`config.mk`:
```
export PLATFORM = sky130hd
export DESIGN_NAME = vx_commit_packetizer_flat
export DESIGN_NICKNAME = d
export VERILOG_FILES = /design/src/rtl/vx_commit_packetizer_if.sv /design/src/rtl/vx_commit_packetizer.sv /design/src/flat_wrapper.sv
export SDC_FILE = /design/constraint.sdc
export NUM_CORES = 1
export LEC_CHECK = 0
export ABC_AREA = 1
export ABC_CLOCK_PERIOD_IN_PS = 45200
export CORE_AREA = 2 2 220 222
export CTS_CLUSTER_DIAMETER = 200
export DETAILED_ROUTE_END_ITERATION = 8
export DIE_AREA = 0 0 222 224
export HOLD_SLACK_MARGIN = 0.06
export MAX_ROUTING_LAYER = met4
export PLACE_DENSITY = 0.59
export SYNTH_ARGS = -nofsm -noshare
export SYNTH_HDL_FRONTEND = slang
export SYNTH_SLANG_ARGS = --single-unit
```
`constraint.sdc`:
```
create_clock -name clk -period 45.2 [get_ports clk]
set_input_delay 13.56 -clock clk [delete_from_list [all_inputs] [get_ports clk]]
set_output_delay 13.56 -clock clk [all_outputs]
set_load 0.01 [all_outputs]
```
`src/rtl/vx_commit_packetizer_if.sv`:
```
// Commit packetizer bus: the result handshake from the execution unit (in_*) and
// the framed beat stream towards the commit arbiter (commit_*).
// master: the packetizer's view. slave: the surrounding unit / arbiter view.
interface vx_commit_packetizer_if #(
  parameter int unsigned NUM_THREADS = 4,
  parameter int unsigned XLEN        = 32,
  parameter int unsigned NW_WIDTH    = 2,
  parameter int unsigned NR_BITS     = 6,
  parameter int unsigned PC_BITS     = 30,
  parameter int unsigned UUID_WIDTH  = 44
) ();

  logic                        in_valid;
  logic                        in_ready;
  logic [UUID_WIDTH-1:0]       in_uuid;
  logic [NW_WIDTH-1:0]         in_wid;
  logic [NUM_THREADS-1:0]      in_tmask;
  logic [PC_BITS-1:0]          in_PC;
  logic                        in_wb;
  logic [NR_BITS-1:0]          in_rd;
  logic [NUM_THREADS*XLEN-1:0] in_data;

  logic                        commit_valid;
  logic                        commit_ready;
  logic [UUID_WIDTH-1:0]       commit_uuid;
  logic [NW_WIDTH-1:0]         commit_wid;
  logic [NUM_THREADS-1:0]      commit_tmask;
  logic [PC_BITS-1:0]          commit_PC;
  logic                        commit_wb;
  logic [NR_BITS-1:0]          commit_rd;
  logic [NUM_THREADS*XLEN-1:0] commit_data;
  logic                        commit_sop;
  logic                        commit_eop;

  modport master (
    input  in_valid, in_uuid, in_wid, in_tmask, in_PC, in_wb, in_rd, in_data,
    output in_ready,
    output commit_valid, commit_uuid, commit_wid, commit_tmask, commit_PC, commit_wb,
    output commit_rd, commit_data, commit_sop, commit_eop,
    input  commit_ready
  );

  modport slave (
    output in_valid, in_uuid, in_wid, in_tmask, in_PC, in_wb, in_rd, in_data,
    input  in_ready,
    input  commit_valid, commit_uuid, commit_wid, commit_tmask, commit_PC, commit_wb,
    input  commit_rd, commit_data, commit_sop, commit_eop,
    output commit_ready
  );

endinterface

```
`src/rtl/vx_commit_packetizer.sv`:
```
// Commit packetizer: takes one full-warp result per handshake and emits one commit beat
// per active lane group, framed with sop/eop. An all-inactive warp still produces a
// single sop=eop beat so the scheduler sees the instruction complete.
// Optional: define VX_COMMIT_PACKETIZER_PERF_EN to add perf_beats / perf_stalls counters.
module vx_commit_packetizer #(
  parameter int unsigned NUM_THREADS   = 4,
  parameter int unsigned NUM_LANES     = 2,
  parameter int unsigned XLEN          = 32,
  parameter int unsigned NW_WIDTH      = 2,
  parameter int unsigned NR_BITS       = 6,
  parameter int unsigned PC_BITS       = 30,
  parameter int unsigned UUID_WIDTH    = 44
`ifdef VX_COMMIT_PACKETIZER_PERF_EN
  ,
  parameter int unsigned PERF_CTR_BITS = 32
`endif
) (
  input  logic                     clk,
  input  logic                     reset,
  vx_commit_packetizer_if.master   bus
`ifdef VX_COMMIT_PACKETIZER_PERF_EN
  ,
  output logic [PERF_CTR_BITS-1:0] perf_beats,
  output logic [PERF_CTR_BITS-1:0] perf_stalls
`endif
);

  localparam int unsigned NG = NUM_THREADS / NUM_LANES;
  localparam int unsigned DW = NUM_THREADS * XLEN;

  typedef enum logic [0:0] {StIdle, StSend} state_e;

  state_e                 state_q;
  logic [NG-1:0]          pend_q;    // groups still to send, current group included
  logic                   valid_q;
  logic                   sop_q;
  logic                   eop_q;
  logic [UUID_WIDTH-1:0]  uuid_q;
  logic [NW_WIDTH-1:0]    wid_q;
  logic [PC_BITS-1:0]     pc_q;
  logic                   wb_q;
  logic [NR_BITS-1:0]     rd_q;
  logic [NUM_THREADS-1:0] tmask_q;   // full latched mask
  logic [DW-1:0]          data_q;    // full latched data
  logic [NUM_THREADS-1:0] out_tmask_q;
  logic [DW-1:0]          out_data_q;

  logic                   in_ready;
  logic                   in_fire;
  logic                   commit_fire;
  logic [NG-1:0]          grp_act;
  logic [NG-1:0]          init_pend;
  logic [NG-1:0]          cur_grp;
  logic [NG-1:0]          rest_pend;
  logic [NG-1:0]          src_pend;
  logic [NG-1:0]          src_cur;
  logic [NUM_THREADS-1:0] src_tmask;
  logic [DW-1:0]          src_data;
  logic [NUM_THREADS-1:0] beat_tmask;
  logic [DW-1:0]          beat_data;
  logic                   beat_eop;

  // Handshakes; commit_ready -> in_ready is the only combinational path.
  always_comb begin
    commit_fire = valid_q && bus.commit_ready;
    in_ready    = !reset && (state_q == StIdle || (commit_fire && eop_q));
    in_fire     = bus.in_valid && in_ready;
  end

  // Active lane groups of the incoming warp; an empty warp still sends group 0.
  always_comb begin
    grp_act = '0;
    for (int unsigned g = 0; g < NG; g++) begin
      grp_act[g] = |bus.in_tmask[g*NUM_LANES +: NUM_LANES];
    end
    init_pend = (grp_act == '0) ? NG'(1) : grp_act;
  end

  // Next beat: from the new input on accept, otherwise from the remaining groups.
  always_comb begin
    cur_grp    = pend_q & (~pend_q + NG'(1));
    rest_pend  = pend_q & ~cur_grp;
    src_pend   = in_fire ? init_pend : rest_pend;
    src_tmask  = in_fire ? bus.in_tmask : tmask_q;
    src_data   = in_fire ? bus.in_data : data_q;
    src_cur    = src_pend & (~src_pend + NG'(1));
    beat_eop   = (src_pend & (src_pend - NG'(1))) == '0;
    beat_tmask = '0;
    beat_data  = '0;
    for (int unsigned g = 0; g < NG; g++) begin
      for (int unsigned l = 0; l < NUM_LANES; l++) begin
        if (src_cur[g]) begin
          beat_tmask[g*NUM_LANES + l]                 = src_tmask[g*NUM_LANES + l];
          beat_data[(g*NUM_LANES + l)*XLEN +: XLEN] = src_data[(g*NUM_LANES + l)*XLEN +: XLEN];
        end
      end
    end
  end

  // Packet FSM with registered beat outputs; accept wins over the eop retire.
  always_ff @(posedge clk) begin
    if (reset) begin
      state_q <= StIdle;
      pend_q  <= '0;
      valid_q <= 1'b0;
      sop_q   <= 1'b0;
      eop_q   <= 1'b0;
    end else if (in_fire) begin
      state_q     <= StSend;
      pend_q      <= init_pend;
      valid_q     <= 1'b1;
      sop_q       <= 1'b1;
      eop_q       <= beat_eop;
      uuid_q      <= bus.in_uuid;
      wid_q       <= bus.in_wid;
      pc_q        <= bus.in_PC;
      wb_q        <= bus.in_wb;
      rd_q        <= bus.in_rd;
      tmask_q     <= bus.in_tmask;
      data_q      <= bus.in_data;
      out_tmask_q <= beat_tmask;
      out_data_q  <= beat_data;
    end else if (commit_fire) begin
      if (eop_q) begin
        state_q <= StIdle;
        pend_q  <= '0;
        valid_q <= 1'b0;
        sop_q   <= 1'b0;
        eop_q   <= 1'b0;
      end else begin
        pend_q      <= rest_pend;
        sop_q       <= 1'b0;
        eop_q       <= beat_eop;
        out_tmask_q <= beat_tmask;
        out_data_q  <= beat_data;
      end
    end
  end

  assign bus.in_ready     = in_ready;
  assign bus.commit_valid = valid_q;
  assign bus.commit_uuid  = uuid_q;
  assign bus.commit_wid   = wid_q;
  assign bus.commit_PC    = pc_q;
  assign bus.commit_wb    = wb_q;
  assign bus.commit_rd    = rd_q;
  assign bus.commit_tmask = out_tmask_q;
  assign bus.commit_data  = out_data_q;
  assign bus.commit_sop   = sop_q;
  assign bus.commit_eop   = eop_q;

`ifdef VX_COMMIT_PACKETIZER_PERF_EN
  logic [PERF_CTR_BITS-1:0] beats_q;
  logic [PERF_CTR_BITS-1:0] stalls_q;

  // Beat and stall counters, wrapping.
  always_ff @(posedge clk) begin
    if (reset) begin
      beats_q  <= '0;
      stalls_q <= '0;
    end else begin
      if (commit_fire) beats_q <= beats_q + PERF_CTR_BITS'(1);
      if (valid_q && !bus.commit_ready) stalls_q <= stalls_q + PERF_CTR_BITS'(1);
    end
  end

  assign perf_beats  = beats_q;
  assign perf_stalls = stalls_q;
`endif

endmodule
```
`src/flat_wrapper.sv`:
```
// flat-port wrapper written by rule: the top's interface ports become plain ports
module vx_commit_packetizer_flat 
#(
  parameter int unsigned NUM_THREADS   = 4,
  parameter int unsigned NUM_LANES     = 2,
  parameter int unsigned XLEN          = 32,
  parameter int unsigned NW_WIDTH      = 2,
  parameter int unsigned NR_BITS       = 6,
  parameter int unsigned PC_BITS       = 30,
  parameter int unsigned UUID_WIDTH    = 44

)
  (clk, reset, bus_in_valid, bus_in_uuid, bus_in_wid, bus_in_tmask, bus_in_PC, bus_in_wb, bus_in_rd, bus_in_data, bus_in_ready, bus_commit_valid, bus_commit_uuid, bus_commit_wid, bus_commit_tmask, bus_commit_PC, bus_commit_wb, bus_commit_rd, bus_commit_data, bus_commit_sop, bus_commit_eop, bus_commit_ready);
  vx_commit_packetizer_if #(.NUM_THREADS(NUM_THREADS), .XLEN(XLEN), .NW_WIDTH(NW_WIDTH), .NR_BITS(NR_BITS), .PC_BITS(PC_BITS), .UUID_WIDTH(UUID_WIDTH)) bus_i ();
  input  logic clk;
  input  logic reset;
  input wire logic [$bits(bus_i.in_valid)-1:0] bus_in_valid;
  input wire logic [$bits(bus_i.in_uuid)-1:0] bus_in_uuid;
  input wire logic [$bits(bus_i.in_wid)-1:0] bus_in_wid;
  input wire logic [$bits(bus_i.in_tmask)-1:0] bus_in_tmask;
  input wire logic [$bits(bus_i.in_PC)-1:0] bus_in_PC;
  input wire logic [$bits(bus_i.in_wb)-1:0] bus_in_wb;
  input wire logic [$bits(bus_i.in_rd)-1:0] bus_in_rd;
  input wire logic [$bits(bus_i.in_data)-1:0] bus_in_data;
  output wire logic [$bits(bus_i.in_ready)-1:0] bus_in_ready;
  output wire logic [$bits(bus_i.commit_valid)-1:0] bus_commit_valid;
  output wire logic [$bits(bus_i.commit_uuid)-1:0] bus_commit_uuid;
  output wire logic [$bits(bus_i.commit_wid)-1:0] bus_commit_wid;
  output wire logic [$bits(bus_i.commit_tmask)-1:0] bus_commit_tmask;
  output wire logic [$bits(bus_i.commit_PC)-1:0] bus_commit_PC;
  output wire logic [$bits(bus_i.commit_wb)-1:0] bus_commit_wb;
  output wire logic [$bits(bus_i.commit_rd)-1:0] bus_commit_rd;
  output wire logic [$bits(bus_i.commit_data)-1:0] bus_commit_data;
  output wire logic [$bits(bus_i.commit_sop)-1:0] bus_commit_sop;
  output wire logic [$bits(bus_i.commit_eop)-1:0] bus_commit_eop;
  input wire logic [$bits(bus_i.commit_ready)-1:0] bus_commit_ready;
  assign bus_i.in_valid = bus_in_valid;
  assign bus_i.in_uuid = bus_in_uuid;
  assign bus_i.in_wid = bus_in_wid;
  assign bus_i.in_tmask = bus_in_tmask;
  assign bus_i.in_PC = bus_in_PC;
  assign bus_i.in_wb = bus_in_wb;
  assign bus_i.in_rd = bus_in_rd;
  assign bus_i.in_data = bus_in_data;
  assign bus_in_ready = bus_i.in_ready;
  assign bus_commit_valid = bus_i.commit_valid;
  assign bus_commit_uuid = bus_i.commit_uuid;
  assign bus_commit_wid = bus_i.commit_wid;
  assign bus_commit_tmask = bus_i.commit_tmask;
  assign bus_commit_PC = bus_i.commit_PC;
  assign bus_commit_wb = bus_i.commit_wb;
  assign bus_commit_rd = bus_i.commit_rd;
  assign bus_commit_data = bus_i.commit_data;
  assign bus_commit_sop = bus_i.commit_sop;
  assign bus_commit_eop = bus_i.commit_eop;
  assign bus_i.commit_ready = bus_commit_ready;
  vx_commit_packetizer #(.NUM_THREADS(NUM_THREADS), .NUM_LANES(NUM_LANES), .XLEN(XLEN), .NW_WIDTH(NW_WIDTH), .NR_BITS(NR_BITS), .PC_BITS(PC_BITS), .UUID_WIDTH(UUID_WIDTH)) u_core (.clk(clk), .reset(reset), .bus(bus_i));
endmodule
```
Word-level counts from Yosys, hierarchy flattened
Index checks and enable logic that the tools add are counted.
{"block": "totals", "inputBits": 219, "out_inout_bits": 219, "elab_cells": 70, "reg_bits": 352}
{"block": "op_classes", "reduce_logical": 15, "n_mux": 29, "eq_ne": 1, "n_addsub": 3, "bitwise": 9}
{"op": "128-bit 2-to-1 mux", "count": 4}
{"op": "32-bit 2-to-1 mux", "count": 4}
{"op": "4-bit 2-to-1 mux", "count": 4}
{"op": "1-bit 2-to-1 mux", "count": 12}
{"op": "2-bit 2-to-1 mux", "count": 5}
{"op": "2-bit bitwise AND", "count": 4}
{"op": "2-bit inverter", "count": 3}
{"op": "2-bit by 1-bit adder with 2-bit output, second input constant", "count": 2}
{"op": "1-bit logical AND", "count": 4}
{"op": "2-bit zero test", "count": 2}
{"op": "2-bit AND reduction", "count": 2}
{"op": "2-bit nonzero test", "count": 2}
{"op": "2-bit OR reduction", "count": 2}
{"op": "3-bit AND reduction", "count": 1}
{"op": "2-bit inequality test, second input constant", "count": 1}
{"op": "1-bit inverter", "count": 2}
{"op": "2-bit by 1-bit subtractor with 2-bit output, second input constant", "count": 1}
{"op": "1-bit zero test", "count": 1}
{"op": "1-bit logical OR", "count": 1}

Longest topological paths before layout
Gate-level depths: netlist of run 1.
{"block": "depth", "depth_word": 13, "ltp_mapped": 9, "depth_no_buf": 7}

Worst setup path after synthesis of run 1
OpenSTA, ideal clock, no wires.
{"block": "synth_timing", "path_type": "input -> output", "startpoint": "in bus_commit_ready", "endpoint": "out bus_in_ready", "arrival_time_ps": 13847, "path_slack_ps": 17793, "n_path_buf": 0, "stages": 2, "required_ps": 31640, "path_cell_list": "nand2_1 -> a21oi_1"}
{"block": "synth_between", "elab_chain_cells": 4}
{"item": "start: declaration", "line": "flat_wrapper.sv:36", "text": "input wire logic [$bits(bus_i.commit_ready)-1:0] bus_commit_ready;"}
{"item": "1-bit logical AND", "line": "vx_commit_packetizer.sv:65", "text": "commit_fire = valid_q && bus.commit_ready;"}
{"item": "1-bit logical AND", "line": "vx_commit_packetizer.sv:66", "text": "in_ready = !reset && (state_q == StIdle || (commit_fire && eop_q));"}
{"item": "1-bit logical OR", "line": "vx_commit_packetizer.sv:66"}
{"item": "1-bit logical AND", "line": "vx_commit_packetizer.sv:66"}
{"item": "end: declaration", "line": "flat_wrapper.sv:25", "text": "output wire logic [$bits(bus_i.in_ready)-1:0] bus_in_ready;"}
Every way passes these cells.

Worst setup path after layout of run 1
{"block": "layout_timing", "startpoint": "in reset", "endpoint": "out bus_in_ready"}
{"block": "layout_between", "elab_chain_cells": 2}
{"item": "start: declaration", "line": "flat_wrapper.sv:16", "text": "input logic reset;"}
{"item": "1-bit zero test", "line": "vx_commit_packetizer.sv:66"}
{"item": "1-bit logical AND", "line": "vx_commit_packetizer.sv:66"}
Every way passes these cells.

==> results of run 1 <==
-- worst paths after layout --
check | from | cells past startpoint | to | slack (ns)
worst max-delay path | reset | 3 | bus_in_ready | 16.73
worst min-delay path | u_core.bus.commit_sop$_SDFFE_PP0P_ | 2 | u_core.bus.commit_sop$_SDFFE_PP0P_ | 0.48
worst max register to register | u_core.bus.commit_eop$_SDFFE_PP0P_ | 8 | u_core.bus.commit_data[65]$_SDFFCE_PP0P_ | 41.36
worst min register to register | u_core.bus.commit_sop$_SDFFE_PP0P_ | 2 | u_core.bus.commit_sop$_SDFFE_PP0P_ | 0.48
-- per-stage QoR --
step                util (%)  power (uW)  hold WS (ns)  area (um2)  setup WS, ns
detailed placement     39.70       494.2        0.4710       18800         16.73
CTS                    42.36       812.6        0.4840       20060         16.72
global route           42.37       832.8        0.5037       20060         16.69
floorplan                  -       445.7        0.4508       14010         17.79
finish                 42.37       798.3        0.4777       20060         16.73
global placement       39.70       492.6        0.4646       18800         16.73
-- cell families (layout without fill, tap and decap cells) --
family | count (synthesis) | in the layout | synth area share (%)
AO/OA/AOI/OAI | 134 | 134 | 6.280
buffers and inverters | 311 | 783 | 10.33
flip-flops | 350 | 350 | 74.68
other | 0 | 2 | 0
AND/OR/NAND/NOR | 288 | 288 | 8.709
-- placed cells by master (no fill, tap or decap), drive strengths merged, types with 6 or more instances in the layout --
cell type      synthesis  final
clkinv                 0     14
buf                   43      7
nand2                145    145
clkdlybuf4s50          0    437
nand3                  6      6
inv                  267    266
clkbuf                 1     55
nor2                 135    135
o21ai                130    130
edfxtp               345    345
-- power breakdown --
group	switching [uW]	leakage [uW]	total [uW]	internal, uW
combinational	49.0	0.00410	95.4	46.4
clock	127	0.000617	313	186
sequential	6.08	0.00333	390	384
total	182	0.00805	798	616
-- worst max-delay path: stages --
cell             delay [ns]
clkdlybuf4s50_1        0.59
a21oi_1                0.21
clkdlybuf4s50_1        0.55
-- Yosys cell counts --
library cell,instances
edfxtp_1,345
inv_1,265
nand2_1,142
nor2_1,95
o21ai_1,75
o21ai_2,55
nor2_2,40
buf_6,21
buf_2,9
buf_4,8
buf_12,5
dfxtp_1,5
nand3_1,5
a21oi_1,3
inv_2,2
nand2_2,2
clkbuf_1,1
nand2_4,1
nand3_4,1
nand3b_1,1
nand4_1,1
o31ai_1,1
-- per-layer routing --
metal,vias to the layer above,track usage (%),routed length (um)
met5,-,-,0
met1,4142,16.01,13990
met4,0,3.901,702
met2,304,24.83,18060
li1,4380,-,-
met3,53,5.365,3026
-- sequential cells by signal, indices dropped and copies added (netlist names) --
name                     flops
u_core.bus.commit_eop        1
u_core.data_q              128
u_core.bus.commit_sop        1
u_core.tmask_q               2
u_core.bus.commit_wb         1
u_core.bus.commit_data     128
u_core.bus.commit_PC        30
u_core.bus.commit_uuid      44
u_core.state_q               1
u_core.pend_q                2
u_core.bus.commit_rd         6
u_core.bus.commit_wid        2
u_core.bus.commit_tmask      4
-- final cells by class --
cell class	instances	area (um2)
sequential	350	10460
fill	4553	27280
clock inverter	17	132.6
multi-input combinational	422	2118
timing repair buffer	444	4439
clock buffer	55	1129
inverter	267	1008
tap	615	769.5
antenna	2	5.005
==> flow_metrics.tcl, run 1 <==
set metrics [dict create \
    status "completed" \
    p_leak_uw 0.008053 \
    h-tree-depth 2 \
    drc 0 \
    syn-cell-area_um2 14010 \
    rsz0062_at_grt "no" \
    ant_nets 0 \
    place.gp.congestion 0.7762 \
    syn_nets 1302 \
    vias 8879 \
    finalCritPeriodShare_pct 62.99 \
    worstPathArrival_ns 14.91 \
    grt_start_max_net_pins 183 \
    pin_count 438 \
    drv_slew 0 \
    hpwl_um 23890 \
    tightest_slew_ns 1.123 \
    post_cts.repair.setup_buffers 0 \
    wl_um 35780 \
    nets 1744 \
    start_util_pct 29.59 \
    critPathRequiredTime_ns 31.64 \
    max_cap_violations 0 \
    numCtsBuffers 40 \
    end_kind "primary output" \
    ys_types 22 \
    power_density_nw_per_um2 39.79 \
    cts_hold_buf 0 \
    path_max_fanout 5 \
    cts_resized 0 \
    drt_iter0_markers 626 \
    area_delta_synth_final_pct 43.22 \
    finalHoldViolations 0 \
    die_w_um 222 \
    dieArea_um2 49730 \
    synthesis.area_per_instance_um2 12.93 \
    coreArea_um2 47350 \
    max_freq_ghz 0.03512 \
    layout-drive-gt1-share_pct 10.68 \
    yosysSeqAreaShare_pct 74.68 \
    track_usage_pct 14.54 \
    irDropWorstVdd_mv 0.02382 \
    layout.cells.non_filler 2172 \
    min_period_ns 28.47 \
    grt_overflow 0 \
    via_per_inst 4.088 \
    synth_top_cell_by_area "edfxtp_1" \
    antenna_found_initial 2 \
    min_path_type "register to register" \
    cts.clk_slew.worst_paths_ns 0.06 \
    clock_sinks 350 \
    relSlewSlack_pct 25.13 \
    finalSetupTns_ns 0 \
    clk_path_buf_depth 3 \
    ys_warn_count 0 \
    insertion_delay_ns 0.54 \
    grt_pass1_vias 8727 \
    grt_pass1_wl_um 53270 \
    startpoint_type "input pin" \
    place_inst 2098 \
    synth_area_leaders "edfxtp_1 (74%), inv_1 (7.1%), nand2_1 (3.8%)" \
    synthDominantCellAreaShare_pct 73.96 \
    die_h_um 224 \
    setup_viol 0 \
    clockRootBuffer "clkbuf_16" \
    dr.pass1.iters 4 \
    synthCells 1083 \
    wl_per_cell_um 16.47 \
    rows 80 \
    cts_tree "done" \
    crit_type "input pin to primary output" \
    ys_ff_latch 350 \
    port_buffers 437 \
    skew_ns 0.009640 \
]
No activity file was read; power rests on OpenSTA's default activity.
==> inputs of run 2 (changes only) <==
- ABC_CLOCK_PERIOD_IN_PS: 45200 -> 26400
- clock period: 45.2 -> 26.4 ns (I/O delays scaled with it)
==> run 2 against run 1 <==
Net effect: non-clock buffer count is 2 higher; sequential share of layout area about the same; clock power increased by 73%; design area about the same; setup slack worse by 7.5 ns; global-route usage rose by 0.10 points; critical path depth unchanged; final cell count increased by 0.23%; combinational power is 72% higher; via count is 0.71% higher; register-to-register slack got worse by 18 ns; clock skew is 0.0041 ns higher; largest power group unchanged.
==> flow_metrics.tcl, run 2 (synthesis gave the netlist of run 1 again) <==
set metrics [dict create \
    clockRootBuffer "clkbuf_16" \
    worstPathArrival_ns 9.23 \
    numCtsBuffers 40 \
    crit_chain "clkdlybuf4s50_1 > a21oi_1 > clkdlybuf4s50_1" \
    power_density_nw_per_um2 68.43 \
    irDropWorstVdd_mv 0.05435 \
    dieArea_um2 49730 \
    post_cts.repair.setup_buffers 0 \
    h-tree-depth 2 \
    critical-path-slowest-cell "clkdlybuf4s50_1" \
    grt_pass1_vias 8870 \
    grt_overflow 0 \
    wl_um 35970 \
    pre_cts_slack_ns 9.238 \
    grt_use_met3_pct 5.863 \
    crit_type "input pin to primary output" \
    vias 8942 \
    final_common_cell "clkdlybuf4s50_1" \
    setup_viol 0 \
    skew_ns 0.01376 \
    area_delta_synth_final_pct 43.35 \
    die_h_um 224 \
    layout-drive-gt1-share_pct 10.84 \
    tightest_slew_ns 1.108 \
    fill_cells 4546 \
    finalSetupTns_ns 0 \
    cpMostUsedCell "clkdlybuf4s50_1" \
    rsz0062_at_grt "no" \
    hpwl_um 24240 \
    insertion_delay_ns 0.55 \
    min_period_ns 17.15 \
    nets 1746 \
    finalCritPeriodShare_pct 64.97 \
    drt_iter0_markers 433 \
    use_met2_pct 24.94 \
    pin_count 438 \
    cts_hold_buf 0 \
    max_freq_ghz 0.05830 \
    ant_nets 0 \
    cp_slowest_stage_delay_ns 0.57 \
    clock_sinks 350 \
    utilization_pct 42.41 \
    place.gp.congestion 0.7625 \
    die_w_um 222 \
    startpoint_type "input pin" \
    via_per_inst 4.107 \
    relSlewSlack_pct 26.10 \
    start_util_pct 29.59 \
    port_buffers 437 \
    top_usage_layer "met2" \
    cts_tree "done" \
    max_cap_violations 0 \
    drv_slew 0 \
    dr.pass1.iters 4 \
    end_kind "primary output" \
    path_max_fanout 5 \
    place_area_um2 18800 \
    p_total_uw 1374 \
    use_met1_pct 15.72 \
    finalHoldViolations 0 \
    critPathRequiredTime_ns 18.48 \
    design_area_um2 20080 \
    cts.clk_slew.worst_paths_ns 0.06 \
    status "completed" \
    track_usage_pct 14.64 \
    setup_ws_ns 9.248 \
    final_cell_mix "clkdlybuf4s50_1 (437), edfxtp_1 (345), inv_1 (265), nand2_1 (142), nor2_1 (95)" \
    grt_pass1_wl_um 53460 \
    clk_path_buf_depth 3 \
    rows 80 \
    cts_resized 0 \
    wl_per_cell_um 16.52 \
    grt_start_max_net_pins 85 \
    antenna_found_initial 3 \
    drc 0 \
    p_leak_uw 0.008056 \
    coreArea_um2 47350 \
    min_path_type "register to register" \
]
## run 2: cell count changes in the layout (fill, tap and decap cells not counted), moves of 2 or more
| cell | delta |
|---|---|
| buf_4 | +3 |
| clkbuf_8 | -4 |
| clkinv_1 | +2 |
| inv_6 | +2 |
## run 2: through the flow
| step | hold WS, ns | cells |
|---|---|---|
| 6_report | 0.4736 | 2177 |
| 3_5_place_dp | 0.4642 | 2100 |
| 4_1_cts | 0.4768 | 2174 |
| 2_1_floorplan | 0.4508 | 1083 |
| 3_3_place_gp | 0.4657 | 2100 |
| 5_1_grt | 0.5039 | 2177 |
## run 2: worst paths after layout
path / startpoint / endpoint / slack (ns) / cells past startpoint
worst min-delay path: u_core.bus.commit_sop$_SDFFE_PP0P_ / u_core.bus.commit_sop$_SDFFE_PP0P_ / 0.47 / 2
worst max register to register: u_core.bus.commit_eop$_SDFFE_PP0P_ / u_core.bus.commit_data[68]$_SDFFCE_PP0P_ / 22.90 / 8
worst min register to register: u_core.bus.commit_sop$_SDFFE_PP0P_ / u_core.bus.commit_sop$_SDFFE_PP0P_ / 0.47 / 2
worst max-delay path: reset / bus_in_ready / 9.25 / 3
## run 2: power breakdown
| part | internal [uW] | leakage, uW | switching (uW) | total, uW |
|---|---|---|---|---|
| Clock | 318 | 0.000618 | 224 | 542 |
| Sequential | 658 | 0.00333 | 10.4 | 668 |
| Combinational | 79.3 | 0.00410 | 84.2 | 164 |
## run 2: layout make-up
type / instances / area (um2) / area share [%]
clock inverter: 24 / 203.9 / 1.016
multi-input combinational: 422 / 2118 / 10.55
tap: 615 / 769.5 / 3.832
clock buffer: 50 / 1070 / 5.328
timing repair buffer: 446 / 4442 / 22.12
sequential: 350 / 10460 / 52.09
inverter: 267 / 1008 / 5.022
antenna: 3 / 7.507 / 0.03739
## run 2: worst max-delay path, delay by kind of cell
family | cells | cell delay [ns]
buffers and inverters | 2 | 1.13
AOI/OAI and AO/OA | 1 | 0.19
## run 2: layer usage
metal | routed length [um] | share of wire [%] | vias to the layer above
met5 | 0 | 0 | -
met4 | 775 | 2.2 | 0
met3 | 3286 | 9.1 | 50
met2 | 17970 | 50 | 300
met1 | 13940 | 39 | 4201
li1 | - | - | 4391
==> inputs of run 3 (changes only) <==
- ABC_CLOCK_PERIOD_IN_PS: 26400 -> 17740
- clock period: 26.4 -> 17.74 ns (I/O delays scaled with it)
==> run 3 against run 2 <==
Net effect: worst hold slack is essentially flat; combinational power grew 48%; sequential share of layout area is essentially flat; critical path depth is the same; sequential power grew 49%.
==> flow_metrics.tcl, run 3 (synthesis gave the netlist of run 1 again) <==
set metrics [dict create \
    status "completed" \
    pwr-share-comb_pct 11.8 \
    min_period_ns 11.98 \
    cts_resized 0 \
    finalHoldViolations 0 \
    crit_chain "clkdlybuf4s50_1 > a21oi_1 > clkdlybuf4s50_1" \
    skew_ns 0.02120 \
    nets 1746 \
    worstPathArrival_ns 6.66 \
    clockRootBuffer "clkbuf_16" \
    place_area_um2 18800 \
    place.gp.congestion 0.7844 \
    p_leak_uw 0.008065 \
    max_cap_violations 0 \
    clock_sinks 350 \
    grt_overflow 0 \
    min_path_type "register to register" \
    wl_per_cell_um 16.47 \
    cts_hold_buf 0 \
    grt_start_max_net_pins 94 \
    port_buffers 437 \
    relSlewSlack_pct 27.72 \
    p_sw_uw 467.0 \
    finalCritPeriodShare_pct 67.54 \
    r2r-start "u_core.bus.commit_eop$_SDFFE_PP0P_" \
    end_kind "primary output" \
    min_from "u_core.bus.commit_sop$_SDFFE_PP0P_" \
    coreArea_um2 47350 \
    reg2reg_depth 9 \
    dieArea_um2 49730 \
    wl_um 35820 \
    ant_nets 0 \
    critPathBufInv 2 \
    rsz0062_at_grt "no" \
    dr.pass1.iters 5 \
    min_to "u_core.bus.commit_sop$_SDFFE_PP0P_" \
    critical-path-slowest-cell "clkdlybuf4s50_1" \
    sequentialPowerShare_pct 48.6 \
    max_freq_ghz 0.08346 \
    setup_viol 0 \
    crit_type "input pin to primary output" \
    cpMostUsedCell "clkdlybuf4s50_1" \
    p_clk_share_pct 39.6 \
    h-tree-depth 2 \
    vias 8883 \
    post_cts.repair.setup_buffers 0 \
    startpoint_type "input pin" \
    p_int_uw 1582 \
    cp_slowest_stage_delay_ns 0.58 \
    final_cell_mix "clkdlybuf4s50_1 (437), edfxtp_1 (345), inv_1 (265), nand2_1 (142), nor2_1 (95)" \
    design_area_um2 20090 \
    hpwl_um 24420 \
    via_per_inst 4.084 \
    track_usage_pct 14.65 \
    final_common_cell "clkdlybuf4s50_1" \
    drc 0 \
    die_w_um 222 \
    path_max_fanout 5 \
    cts.clk_slew.worst_paths_ns 0.06 \
    numCtsBuffers 40 \
    r2r_slack_ns 13.69 \
    grt_pass1_wl_um 53540 \
    die_h_um 224 \
    r2r-end "u_core.bus.commit_data[66]$_SDFFCE_PP0P_" \
    layout-drive-gt1-share_pct 10.60 \
    critPathRequiredTime_ns 12.42 \
    drv_slew 0 \
    power_density_nw_per_um2 102.0 \
    finalSetupTns_ns 0 \
    hold_depth 2 \
    layout.cells.non_filler 2175 \
    clk_path_buf_depth 3 \
    pin_count 438 \
    drt_iter0_markers 511 \
    tightest_slew_ns 1.084 \
    grt_pass1_vias 8966 \
    place_inst 2100 \
    cts_tree "done" \
    area_delta_synth_final_pct 43.40 \
    fill_cells 4551 \
    start_util_pct 29.59 \
    path_depth 3 \
    antenna_found_initial 4 \
    switching_share_pct 22.79 \
    cp_top_family "buffers and inverters" \
    insertion_delay_ns 0.55 \
    rows 80 \
    irDropWorstVdd_mv 0.06004 \
]
## run 3: cell types whose count changed in the layout (fill, tap and decap cells not counted)
| cell | before | now |
|---|---|---|
| clkinv_1 | 8 | 4 |
| clkbuf_16 | 41 | 42 |
| clkbuf_1 | 8 | 13 |
| clkinv_2 | 8 | 7 |
| inv_6 | 3 | 1 |
| clkinvlp_4 | 3 | 0 |
| clkinv_4 | 1 | 0 |
| diode_2 | 3 | 4 |
| clkinv_8 | 0 | 1 |
| clkbuf_8 | 1 | 2 |
## run 3: power groups by stage
stage               clock network [uW]  logic, uW  registers (uW)
finish                             812        242             995
global route                       869        268            1000
CTS                                844        248             996
detailed placement                   0        247            1010
global placement                     0        243            1010
floorplan                            0        105            1030
## run 3: how the worst max path moves through the flow
stage,to,startpoint
2_1_floorplan,u_core.bus.commit_data[0]$_SDFFCE_PN0P_,bus_commit_ready
3_3_place_gp,bus_in_ready,reset
3_5_place_dp,bus_in_ready,reset
4_1_cts,bus_in_ready,reset
5_1_grt,bus_in_ready,reset
6_report,bus_in_ready,reset
## run 3: final cells by class
type | count | area [um2] | area share [%]
Antenna cell | 4 | 10.01 | 0.04983
Clock buffer | 57 | 1127 | 5.612
Clock inverter | 14 | 151.4 | 0.7537
Inverter | 267 | 1008 | 5.021
Multi-Input combinational cell | 422 | 2118 | 10.55
Sequential cell | 350 | 10460 | 52.07
Tap cell | 615 | 769.5 | 3.831
Timing Repair Buffer | 446 | 4442 | 22.11
## run 3: metal layers
layer | track usage [%] | up-vias | share of wire (%)
li1 | - | 4398 | -
met1 | 16.20 | 4114 | 39
met2 | 24.56 | 313 | 50
met3 | 5.142 | 58 | 8.8
met4 | 5.187 | 0 | 2.5
met5 | - | - | 0
## run 3: stage by stage
step	setup slack [ns]	utilization, %	hold slack (ns)	total power [uW]
2_1_floorplan	1.787	-	0.4508	1136
3_3_place_gp	5.746	39.70	0.4654	1255
3_5_place_dp	5.769	39.70	0.4674	1260
4_1_cts	5.756	42.40	0.4784	2088
5_1_grt	5.713	42.43	0.4976	2138
6_report	5.758	42.43	0.4732	2050
## run 3: tightest hold or removal path: stages (launching register included)
cell and delay (ns):
dfxtp_1 0.31, nand3_1 0.07, nand2_1 0.05
